## src/rtl/sram_pkg.sv

```systemverilog
`default_nettype none
// ============================================================================
// Module   : sram_pkg
// Purpose  : Shared types and defaults for the SRAM data-port arbiter slice.
//            Holds the master-ID enum used to tag outstanding transactions
//            and the default depth of the response-owner FIFO.
// Revision : 1.0 - initial release
// ============================================================================
package sram_pkg;

  // Master identifiers: core data port and wishbone/debug bridge.
  typedef enum logic {
    M_CORE   = 1'b0,
    M_BRIDGE = 1'b1
  } master_id_e;

  // Default number of outstanding responses the arbiter can track.
  localparam int unsigned c_rsp_depth_default = 2;

  // The master that is not 'id'; used to rotate the priority pointer.
  function automatic master_id_e other_master(input master_id_e id);
    return (id == M_CORE) ? M_BRIDGE : M_CORE;
  endfunction

endpackage : sram_pkg
`default_nettype wire

```

## src/rtl/owner_fifo.sv

```systemverilog
`default_nettype none
// ============================================================================
// Module   : owner_fifo
// Purpose  : Small FIFO recording which master owns each outstanding SRAM
//            transaction, so responses can be routed back in order.
// Ports    : clk_i     - clock (rising edge)
//            rst_i     - synchronous active-high reset, empties the FIFO
//            push_i    - write push_id_i at the tail
//            push_id_i - owner of the transaction just accepted
//            pop_i     - drop the head entry
//            head_o    - owner at the head (valid when empty_o is low)
//            full_o    - no room for another entry
//            empty_o   - no entries held
// Revision : 1.0 - initial release
// ============================================================================
module owner_fifo
  import sram_pkg::*;
#(
  parameter int unsigned DEPTH = c_rsp_depth_default
) (
  input  logic       clk_i,
  input  logic       rst_i,
  input  logic       push_i,
  input  master_id_e push_id_i,
  input  logic       pop_i,
  output master_id_e head_o,
  output logic       full_o,
  output logic       empty_o
);

  localparam int unsigned c_ptr_w = $clog2(DEPTH);
  localparam logic [c_ptr_w:0] c_full_count = (c_ptr_w + 1)'(DEPTH);

  master_id_e         r_mem [DEPTH];
  logic [c_ptr_w-1:0] r_wr_ptr;
  logic [c_ptr_w-1:0] r_rd_ptr;
  logic [c_ptr_w:0]   r_count;

  logic w_push;
  logic w_pop;

  // Full/empty come from the separate count; pointers simply wrap because
  // DEPTH is a power of two.
  assign full_o  = (r_count == c_full_count);
  assign empty_o = (r_count == '0);
  assign head_o  = r_mem[r_rd_ptr];

  // Guard against misuse so the count can never over/underflow.
  assign w_push = push_i && !full_o;
  assign w_pop  = pop_i && !empty_o;

  always_ff @(posedge clk_i) begin
    if (rst_i) begin
      r_wr_ptr <= '0;
      r_rd_ptr <= '0;
      r_count  <= '0;
    end else begin
      if (w_push) begin
        r_mem[r_wr_ptr] <= push_id_i;
        r_wr_ptr        <= r_wr_ptr + 1'b1;
      end
      if (w_pop) begin
        r_rd_ptr <= r_rd_ptr + 1'b1;
      end
      // Simultaneous push and pop leaves the count unchanged.
      case ({w_push, w_pop})
        2'b10:   r_count <= r_count + 1'b1;
        2'b01:   r_count <= r_count - 1'b1;
        default: r_count <= r_count;
      endcase
    end
  end

endmodule : owner_fifo
`default_nettype wire

```

## src/rtl/sram_d_arbiter.sv

```systemverilog
`default_nettype none
// ============================================================================
// Module   : sram_d_arbiter
// Purpose  : Two-master OBI arbiter in front of the SRAM data port. Muxes the
//            core data port (m0) and the wishbone/debug bridge (m1) onto one
//            SRAM request channel with zero added latency, and routes each
//            response back to the master that issued it.
// Ports    : clk_i, rst_i          - clock, synchronous active-high reset
//            m*_req_i / m*_gnt_o   - master request handshake
//            m*_addr/we/be/wdata_i - master request fields
//            m*_rvalid/rdata_o     - master response
//            sram_d_*_o            - muxed request to the SRAM
//            sram_d_gnt/rvalid/rdata_i - SRAM grant and response
//            protocol_err_o        - sticky: response seen with no owner
// Revision : 1.0 - initial release
// ============================================================================
module sram_d_arbiter
  import sram_pkg::*;
#(
  parameter int unsigned RSP_DEPTH = c_rsp_depth_default,
  parameter int unsigned FAIR_RR   = 1
) (
  input  logic        clk_i,
  input  logic        rst_i,

  input  logic        m0_req_i,
  output logic        m0_gnt_o,
  input  logic [31:0] m0_addr_i,
  input  logic        m0_we_i,
  input  logic [3:0]  m0_be_i,
  input  logic [31:0] m0_wdata_i,
  output logic        m0_rvalid_o,
  output logic [31:0] m0_rdata_o,

  input  logic        m1_req_i,
  output logic        m1_gnt_o,
  input  logic [31:0] m1_addr_i,
  input  logic        m1_we_i,
  input  logic [3:0]  m1_be_i,
  input  logic [31:0] m1_wdata_i,
  output logic        m1_rvalid_o,
  output logic [31:0] m1_rdata_o,

  output logic        sram_d_req_o,
  output logic [31:0] sram_d_addr_o,
  output logic        sram_d_we_o,
  output logic [3:0]  sram_d_be_o,
  output logic [31:0] sram_d_wdata_o,
  input  logic        sram_d_gnt_i,
  input  logic        sram_d_rvalid_i,
  input  logic [31:0] sram_d_rdata_i,

  output logic        protocol_err_o
);

  master_id_e r_prio;
  logic       r_protocol_err;

  master_id_e w_winner;
  logic       w_any_req;
  logic       w_accept;
  logic       w_rsp;
  master_id_e w_head;
  logic       w_full;
  logic       w_empty;

  // --------------------------------------------------------------------------
  // Winner selection: a lone requester always wins; on contention either the
  // rotating pointer or fixed m0 priority decides.
  // --------------------------------------------------------------------------
  always_comb begin
    w_winner = M_CORE;
    if (m0_req_i && m1_req_i) begin
      w_winner = (FAIR_RR != 0) ? r_prio : M_CORE;
    end else if (m1_req_i) begin
      w_winner = M_BRIDGE;
    end
  end

  assign w_any_req = m0_req_i || m1_req_i;

  // Requests are withheld while the owner FIFO is full so that every
  // accepted grant is guaranteed a slot for its owner tag.
  assign sram_d_req_o   = !rst_i && w_any_req && !w_full;
  assign sram_d_addr_o  = (w_winner == M_BRIDGE) ? m1_addr_i  : m0_addr_i;
  assign sram_d_we_o    = (w_winner == M_BRIDGE) ? m1_we_i    : m0_we_i;
  assign sram_d_be_o    = (w_winner == M_BRIDGE) ? m1_be_i    : m0_be_i;
  assign sram_d_wdata_o = (w_winner == M_BRIDGE) ? m1_wdata_i : m0_wdata_i;

  assign w_accept = sram_d_req_o && sram_d_gnt_i;
  assign m0_gnt_o = w_accept && (w_winner == M_CORE);
  assign m1_gnt_o = w_accept && (w_winner == M_BRIDGE);

  // --------------------------------------------------------------------------
  // Response routing: the head of the owner FIFO names the destination.
  // A response with nothing outstanding is dropped and flagged.
  // --------------------------------------------------------------------------
  assign w_rsp       = !rst_i && sram_d_rvalid_i && !w_empty;
  assign m0_rvalid_o = w_rsp && (w_head == M_CORE);
  assign m1_rvalid_o = w_rsp && (w_head == M_BRIDGE);
  assign m0_rdata_o  = m0_rvalid_o ? sram_d_rdata_i : '0;
  assign m1_rdata_o  = m1_rvalid_o ? sram_d_rdata_i : '0;

  assign protocol_err_o = r_protocol_err;

  owner_fifo #(
    .DEPTH (RSP_DEPTH)
  ) u_owner_fifo (
    .clk_i     (clk_i),
    .rst_i     (rst_i),
    .push_i    (w_accept),
    .push_id_i (w_winner),
    .pop_i     (w_rsp),
    .head_o    (w_head),
    .full_o    (w_full),
    .empty_o   (w_empty)
  );

  // Priority pointer hands precedence to the master that just lost out.
  always_ff @(posedge clk_i) begin
    if (rst_i) begin
      r_prio <= M_CORE;
    end else if (w_accept) begin
      r_prio <= other_master(w_winner);
    end
  end

  always_ff @(posedge clk_i) begin
    if (rst_i) begin
      r_protocol_err <= 1'b0;
    end else if (sram_d_rvalid_i && w_empty) begin
      r_protocol_err <= 1'b1;
    end
  end

endmodule : sram_d_arbiter
`default_nettype wire

```

## config.mk

```make
export PLATFORM = sky130hd
export DESIGN_NAME = sram_d_arbiter
export DESIGN_NICKNAME = d
export VERILOG_FILES = /design/src/rtl/sram_pkg.sv /design/src/rtl/owner_fifo.sv /design/src/rtl/sram_d_arbiter.sv
export SDC_FILE = /design/constraint.sdc
export NUM_CORES = 1
export LEC_CHECK = 0
export ABC_CLOCK_PERIOD_IN_PS = 3250
export CAP_MARGIN = 20
export CORE_AREA = 2 2 123 125
export CTS_BUF_LIST = sky130_fd_sc_hd__clkbuf_4 sky130_fd_sc_hd__clkbuf_8
export CTS_CLUSTER_DIAMETER = 50
export CTS_CLUSTER_SIZE = 28
export DETAILED_ROUTE_END_ITERATION = 10
export DIE_AREA = 0 0 125 127
export DONT_BUFFER_PORTS = 1
export SLEW_MARGIN = 10
export SYNTH_ARGS = -nofsm -noshare
export SYNTH_HDL_FRONTEND = slang
export SYNTH_SLANG_ARGS = --single-unit
```

## constraint.sdc

```tcl
create_clock -name clk_i -period 3.25 [get_ports clk_i]
set_input_delay 0.4875 -clock clk_i [delete_from_list [all_inputs] [get_ports clk_i]]
set_output_delay 0.4875 -clock clk_i [all_outputs]
set_load 0.02 [all_outputs]
```

==> impl_results.md, run 1 <==
* Mapped Nets at 377
* Largest net degree at the start of global routing at 74
* Worst Skew at between 1 and 1.5 ps
* Hold Vio Cnt, Final at 0
* Clk buf depth at 2
* DR iter-0 viols at 160
* Largest family of logic cells by synthesized area: multiplexers
* Initial antenna violation count at 3
* Simple-Gate Fraction of Synth Area at 22.7%
* Pre-CTS setup slack at 1130 ps
* Clock Latency Late Sink at 230 ps
* Post-synth top area share at a little under half
* Post-synthesis adder-cell area fraction at 0.594%
* Asr flop ratio synth at 0%
* Top FF cell, synth: dfxtp_1
* Worst path top cell family by delay: buffers and inverters
* Max IR drop VDD at a little over 0.1 mV
* Crit end category: output port
* Drt pass-1 iters at 4
* Die ar. at 15900 um2
* YS warnings at 0
* Worst reg-to-reg path cell count at 6
* Cts hold-fix bufs at 0
* Commonest non-fill, non-tap cell in the layout: mux2_4
* # IOs at between 300 and 400
* Core area at 14400 um2
* Design Area, Final at 2190 um2
* Yosys reg bits at 9
* Worst Hold Depth at 1
* Mapped cell area at 2110 um2
* Complex-gate fraction of the synthesized area at under 10%
* Worst Hold Class: in -> reg
* Critical path startpoint category: register
* Total track usage at 9.34%
* Max-capacitance violation count at 0
* Slowest CP cell: mux2_1
* Logic pwr share at 59.5%
* R2R Setup Slk at 1330 ps
* Die Wd at 125 um
* XOR/XNOR Fraction of Synth Area at 1.25%
* Sw Ratio at 45.2%
* Slew headroom at 57.5%
* DP HPWL at 7550 um
* Fin cells at 371
* Clk slew on worst S/H paths at 50 ps
* Fin crit share at 70.1%
* PostCTS Resize Cnt at 0
* IO Port Bufs at 0
* Overflow after GRT at 0
* DP Area at 2140 um2
* Data arrival, critical path at 1790 ps
* R2r startpoint: u_owner_fifo.r_count[0]
* Die H at between 100 and 150 um
* Setup tns final at 0 ps
* Dpl cells at roughly 370
* Status: complete, no violations
* Leading area contributor after synthesis: mux2_4
* Vias per Instance at 4.42
* Tot Pwr at ~0.0007 W
* Clk root buf: clkbuf_8
* Clock power frac at 20.3%
* Pwr dens at 312 nW/um2
* Cells after synthesis at 200
* Register area share after synthesis at under 10%
* Hold Path Sink: u_owner_fifo.r_count[1]
* F_max at between 400 and 500 MHz
* Number of CTS-inserted buffers at 3
* Residual DRC at 0
* RSZ-0062 raised after global routing: false
* Kind of critical path: reg -> out
* Post-CTS Setup Bufs at 0
* Yosys cell types at 31
* Vias in the first global route at between 1500 and 2000
* Mux cell area share after synthesis at 50.3%
* Syn Area/Cell at 10.5 um2
* Post-route minimum period at 2280 ps
* Worst hold start: rst_i
* Synth area leaders: mux2_4 (48%), and3_1 (19%), buf_12 (6.7%)
* Commonest non-fill, non-tap cells in the layout: mux2_4 (67), and3_1 (64), nor2_1 (10)
* EDFF count, synth at 2
* Crit Path Max Fanout at 73
* Post-route ant nets at 0
* Starting Density at 14.6%
* Area growth syn-to-layout at 3.98%
* CTS tree: done
* Final RePlAce weighted congestion at 0.878
* Seq pwr share at 20.2%
* Share of cells above drive strength 1 at ~44%
* Post-detailed-route wirelength per cell at 23.7 um
* Critical Path RT at 2760 ps
* Vias at 1640
* Row count at 44
* Worst path cell trace: inv_1 > a21boi_4 > buf_12 > mux2_1
* Clock sinks at 9
* Slew Viols, Final at 0
* LEAKAGE at 1.12 nW
* H-tree Lvls at 1
* Slowest stage delay, CP at 480 ps
* Final setup viols at 0
* Crit path buffers/inverters at 2
* Sw Pwr at 0.000309 W
* Global-route wire length before repair at 10900 um
* Final worst slack at 971 ps
* FF-to-FF End: u_owner_fifo.r_count[1]
* Worst Max-Slew Pin Slew at 633 ps
* Total Routed Length at 8810 um
* Crit path from: r_prio
* Internal at 0.000374 W
* Nets at 363
[per-stage QoR]
step | utilization (%) | hold WS [ps]
after CTS | 15.2 | 316
after detailed placement | 14.8 | 498
after global placement | 14.8 | 466
after floorplan | - | 450
final | 15.2 | 321
after global routing | 15.2 | 318
[cells in the mapped netlist, types with 2 or more instances]
cell type	number
buf_12	7
and3_1	64
a21oi_1	2
mux2i_1	2
nor3_1	2
mux2_1	2
edfxtp_1	2
mux2_4	67
nor2_1	10
o21ai_0	2
inv_1	2
buf_6	6
xor2_1	2
dfxtp_1	7
clkbuf_1	7
[cell type report]
type	instances	area (um2)
antenna	2	5.00
clock buffer	4	48.8
fill	1624	12200
inverter	3	11.3
multi-input combinational	166	1660
sequential	9	200
tap	184	230
timing repair buffer	3	35.0
[routing by layer]
metal | routed length, um | part of all wire (%) | vias to the layer above | global-route usage (%)
met4 | 299 | 3.4 | 2 | 3.66
li1 | - | - | 711 | -
met3 | 1060 | 12 | 16 | 3.69
met5 | 13 | 0.15 | - | 0
met2 | 4380 | 50 | 184 | 16.8
met1 | 3050 | 35 | 727 | 9.81
[worst register-to-register path, delay by kind of cell, from the launching register on]
kind,cells,cell delay [ps]
AO/OA/AOI/OAI,2,280
AND/OR/NAND/NOR,2,440
buffers and inverters,1,370
adder cells (fa/ha/maj),1,340
flip-flops,1,430
[cells by family (layout without fill, tap and decap cells)]
family | after synthesis | count (layout)
buf+inv | 25 | 10
mux | 72 | 72
simple gates | 81 | 81
other cells | 0 | 2
compound gates | 9 | 9
fa+ha+maj | 1 | 1
flops | 9 | 9
xor+xnor | 3 | 3
[worst max path at each step]
| stage | to | depth (start not counted) |
|---|---|---|
| 6_report | sram_d_we_o | 4 |
| 4_1_cts | sram_d_we_o | 4 |
| 3_3_place_gp | sram_d_we_o | 3 |
| 5_1_grt | sram_d_we_o | 4 |
| 3_5_place_dp | sram_d_we_o | 3 |
| 2_1_floorplan | m0_rvalid_o | 3 |
[power by group through the flow]
stage               Combinational [W]  Sequential, W  Clock, W
floorplan                    0.000382       0.000137         0
global placement             0.000401       0.000139         0
detailed placement           0.000407       0.000140         0
CTS                          0.000410       0.000138  0.000142
global route                 0.000423       0.000139  0.000150
finish                       0.000406       0.000138  0.000139
Power figures use the tool's default switching activity.
==> run 2: changes to the inputs <==
ABC_CLOCK_PERIOD_IN_PS = 2300   (was 3250)
clock period = 2.3 ns   (was 3.25 ns; I/O delays follow)
==> run 2 against run 1 <==
Net effect: core utilization rose by 0.26 points; die area did not move; clock power rose by 39%; critical path depth stayed put; clock skew is 1.7 ps higher; combinational power increased by 43%; setup slack got worse by 790 ps; non-clock buffer count rose by 5.
==> impl_results.md, run 2 (synthesized netlist as in run 1, its figures left out) <==
* Status: complete, no violations
* Clk slew on worst S/H paths at 40 ps
* Clk root buf: clkbuf_8
* CTS tree: done
* Total Routed Length at 8850 um
* Multi-input logic area at 1660 um2
* Clk buf depth at 2
* Clock Latency Late Sink at 230 ps
* Die H at 127 um
* Drt pass-1 iters at 4
* Row count at 44
* Worst Skew at 2.89 ps
* Worst Hold Class: in -> reg
* Pre-CTS setup slack at around 410 ps
* Kind of critical path: reg -> out
* LEAKAGE at 1.15 nW
* Commonest non-fill, non-tap cell in the layout: mux2_4
* Crit end category: output port
* Internal at approximately 0.00053 W
* Largest net degree at the start of global routing at 65
* Clock power frac at 19.9%
* Global-route wire length before repair at 11000 um
* Clock sinks at 9
* Crit Path Max Fanout at 64
* Residual DRC at 0
* Pwr dens at 435 nW/um2
* DR iter-0 viols at 63
* Final setup viols at 0
* F_max at 473 MHz
* Starting Density at 14.6%
* Initial antenna violation count at 3
* Critical Path RT at about 2000 ps
* Fin crit share at 92.0%
* Slew Viols, Final at 0
* DP HPWL at 7660 um
* Total track usage at 9.38%
* Area growth syn-to-layout at 5.76%
* Overflow after GRT at 0
* Sw Pwr at 0.000435 W
* Commonest non-fill, non-tap cells in the layout: mux2_4 (67), and3_1 (64), nor2_1 (10)
* Data arrival, critical path at ~1800 ps
* Cts hold-fix bufs at 0
* Die ar. at 15900 um2
* Vias at 1670
* FF/Latch Area at around 200 um2
* Post-detailed-route wirelength per cell at 23.5 um
* Post-CTS Setup Bufs at 0
* Nets at 368
* Vias per Instance at 4.44
* Worst Max-Slew Pin Slew at 649 ps
* Share of cells above drive strength 1 at 45.3%
* Sw Ratio at between 40% and 50%
* Worst Hold Depth at 1
* Vias in the first global route at 1629
* Tot Pwr at 0.000968 W
* Logic pwr share at around 60%
* Post-route minimum period at about 2100 ps
* Slew headroom at between 50% and 60%
* Critical path startpoint category: register
* Seq pwr share at 20.1%
* Core area at 14400 um2
* Hold Vio Cnt, Final at 0
* H-tree Lvls at 1
* Final worst slack at 184 ps
* RSZ-0062 raised after global routing: false
* # IOs at 315
* PostCTS Resize Cnt at 0
* Final RePlAce weighted congestion at between 0.8 and 0.9
* Post-route ant nets at 0
* Number of CTS-inserted buffers at 3
* Fillcell total at 1620
* Max-capacitance violation count at 0
* Setup tns final at 0 ps
* IO Port Bufs at 0
* Worst reg-to-reg path cell count at 6
* Max IR drop VDD at 0.204 mV
* Die Wd at 125 um
[run 2: metal layers]
metal / vias up / part of all wire, % / track usage, %
met5: - / 0.15 / 0
met3: 16 / 13 / 4.52
met2: 184 / 51 / 17.3
li1: 716 / - / -
met1: 752 / 33 / 9.15
met4: 2 / 3.2 / 3.33
[run 2: cell type report]
cell class | instances | share of cell area (%)
Timing Repair Buffer | 8 | 3.26
Tap cell | 184 | 10.3
Clock buffer | 4 | 2.19
Antenna cell | 2 | 0.225
Multi-Input combinational cell | 166 | 74.5
Sequential cell | 9 | 8.98
Inverter | 3 | 0.505
[run 2: worst max-delay path, stage by stage, from the launching register on]
cell	delay, ps
dfxtp_1	350
inv_1	80
a21boi_4	170
buf_12	370
mux2_1	480
[run 2: power by group through the flow]
stage	registers, W	logic, W	clock network [W]
4_1_cts	0.000195	0.000585	0.000200
6_report	0.000194	0.000581	0.000193
3_3_place_gp	0.000196	0.000572	0
3_5_place_dp	0.000197	0.000581	0
5_1_grt	0.000197	0.000604	0.000215
2_1_floorplan	0.000193	0.000540	0
[run 2: final timing paths]
check	start	end	slack, ps
min	rst_i	protocol_err_o	180
min reg2reg	u_owner_fifo.r_wr_ptr	u_owner_fifo.r_wr_ptr	480
max	r_prio	sram_d_we_o	180
max reg2reg	u_owner_fifo.r_count[0]	u_owner_fifo.r_count[1]	420
[run 2: per-stage QoR]
stage	hold slack [ps]	cell area [um2]	std cells	utilization, %
after floorplan	450	2110	200	-
after global placement	417	2170	370	15.1
after detailed placement	421	2170	370	15.1
after CTS	173	2220	374	15.4
after global routing	163	2230	375	15.4
final	179	2230	376	15.4
==> run 3: changes to the inputs <==
REMOVE_ABC_BUFFERS = 1   (was unset)
==> run 3 against run 2 <==
Net effect: non-clock buffer count up 5; die area unchanged; combinational power hardly changed; first-iteration DRC count up 40%; core utilization rose by 0.40 points; final cell count increased by 0.80%; flip-flop and latch count stayed put.
==> impl_results.md, run 3 (synthesized netlist as in run 1, its figures left out) <==
* Layout Utilization at ~16%
* Post-CTS Setup Bufs at 0
* FF-to-FF End: u_owner_fifo.r_count[1]
* Vias in the first global route at 1536
* Clk slew on worst S/H paths at 40 ps
* Clock Latency Late Sink at roughly 230 ps
* IO Port Bufs at 0
* R2R Setup Slk at 450 ps
* Vias per Instance at 4.46
* ANT cells at 0
* Largest net degree at the start of global routing at 65
* Post-route ant nets at 0
* RSZ-0062 raised after global routing: false
* DP Area at 2240 um2
* Clk buf depth at 2
* Total track usage at 10.2%
* Worst reg-to-reg path cell count at 6
* Cts hold-fix bufs at 0
* FF/Latch Area at 200 um2
* PostCTS Resize Cnt at 0
* LEAKAGE at 1.18 nW
* Commonest non-fill, non-tap cells in the layout: mux2_4 (67), and3_1 (64), nor2_1 (10), buf_4 (10), dfxtp_1 (7)
* Fillcell total at between 1500 and 2000
* Design Area, Final at 2290 um2
* Crit Path Max Fanout at 37
* Nets at 373
* Number of CTS-inserted buffers at 3
* Most frequent CP cell: buf_12
* F_max at between 400 and 500 MHz
* Slowest stage delay, CP at 370 ps
* Data arrival, critical path at ~1800 ps
* R2r startpoint: u_owner_fifo.r_count[0]
* Post-route minimum period at 2130 ps
* CTS tree: done
* Die Wd at 125 um
* Total Routed Length at 9540 um
* Dpl cells at 375
* Post-detailed-route wirelength per cell at 25.2 um
* Initial antenna violation count at 2
* Slew headroom at 57.9%
* Die H at 127 um
* Worst hold start: rst_i
* Global-route wire length before repair at 11500 um
* Pwr dens at ~430 nW/um2
* Slowest CP cell: mux2_4
* Critical path startpoint category: register
* Status: complete, no violations
* Core area at 14400 um2
* Hold Path Sink: protocol_err_o
* Hold Vio Cnt, Final at 0
* Fin cells at around 380
* Pre-CTS setup slack at 420 ps
* Max IR drop VDD at 0.129 mV
* Fin crit share at 92.8%
* DR iter-0 viols at 88
* # IOs at about 320
* Slew Viols, Final at 0
* Worst Hold Class: in -> reg
* Commonest non-fill, non-tap cell in the layout: mux2_4
* Final RePlAce weighted congestion at between 0.8 and 0.9
* Critical Path RT at roughly 2000 ps
* H-tree Lvls at 1
* Die ar. at 15900 um2
* Drt pass-1 iters at 4
* Max-capacitance violation count at 0
* Tot Pwr at between 0.0009 and 0.001 W
* Residual DRC at 0
* Row count at 44
* Worst path cell trace: inv_1 > a21boi_4 > buf_12 > buf_12 > mux2_4
* Worst Hold Depth at 1
* Multi-input logic area at around 1700 um2
* Final worst slack at 166 ps
* Vias at 1691
* Starting Density at between 10% and 20%
* DP HPWL at 8670 um
* Clock sinks at 9
* Kind of critical path: reg -> out
* Overflow after GRT at 0
* Crit end category: output port
* Share of cells above drive strength 1 at a little under half
* Worst Max-Slew Pin Slew at 627 ps
* Area growth syn-to-layout at 8.49%
* Worst Skew at 0.849 ps
* Final setup viols at 0
* Clk root buf: clkbuf_8
==> run 3: cell count changes in the layout (fill, tap and decap cells not counted), sizes merged <==
| cell | before | now |
|---|---|---|
| buf | 8 | 13 |
| diode | 2 | 0 |
==> run 3: worst max-delay path by stage <==
stage | from | to | slack, ps | depth (start not counted)
2_1_floorplan | r_prio | m1_gnt_o | -2190 | 3
6_report | r_prio | sram_d_wdata_o[15] | 170 | 5
3_5_place_dp | r_prio | sram_d_be_o[2] | 420 | 5
5_1_grt | r_prio | sram_d_wdata_o[15] | 100 | 5
3_3_place_gp | r_prio | sram_d_be_o[1] | 480 | 5
4_1_cts | r_prio | sram_d_wdata_o[15] | 170 | 5
==> run 3: worst max-delay path: cells and delay by family (launching register included) <==
kind	cells	cell delay [ps]
multiplexers	1	370
flip-flops	1	340
AO/OA/AOI/OAI	1	170
buffers and inverters	3	630
==> run 3: power by group <==
| part | internal [W] | switching, W | total, W |
|---|---|---|---|
| clock | 0.000133 | 0.0000627 | 0.000195 |
| sequential | 0.000178 | 0.0000165 | 0.000194 |
| combinational | 0.000231 | 0.000354 | 0.000584 |
==> run 3: cell type report <==
class                   instances  share of cell area (%)
multi-input cells             166                    72.6
clock buffers                   4                    2.13
well taps                     184                    10.1
repair buffers                 13                    5.91
flip-flops and latches          9                    8.76
inverters                       3                   0.493
==> run 3: per-layer routing <==
metal	share of wire, %	wire length (um)	track usage (%)	vias to the layer above
met2	53	5090	19.8	182
li1	-	-	-	725
met1	36	3430	11.4	773
met4	0.22	21	0.784	4
met3	10	965	2.81	7
met5	0.28	27	0	-
==> run 3: through the flow <==
step / setup TNS [ps] / hold slack, ps
after global placement: 0 / 416
after floorplan: -155060 / 414
after global routing: 0 / 172
after CTS: 0 / 171
after detailed placement: 0 / 421
final: 0 / 179
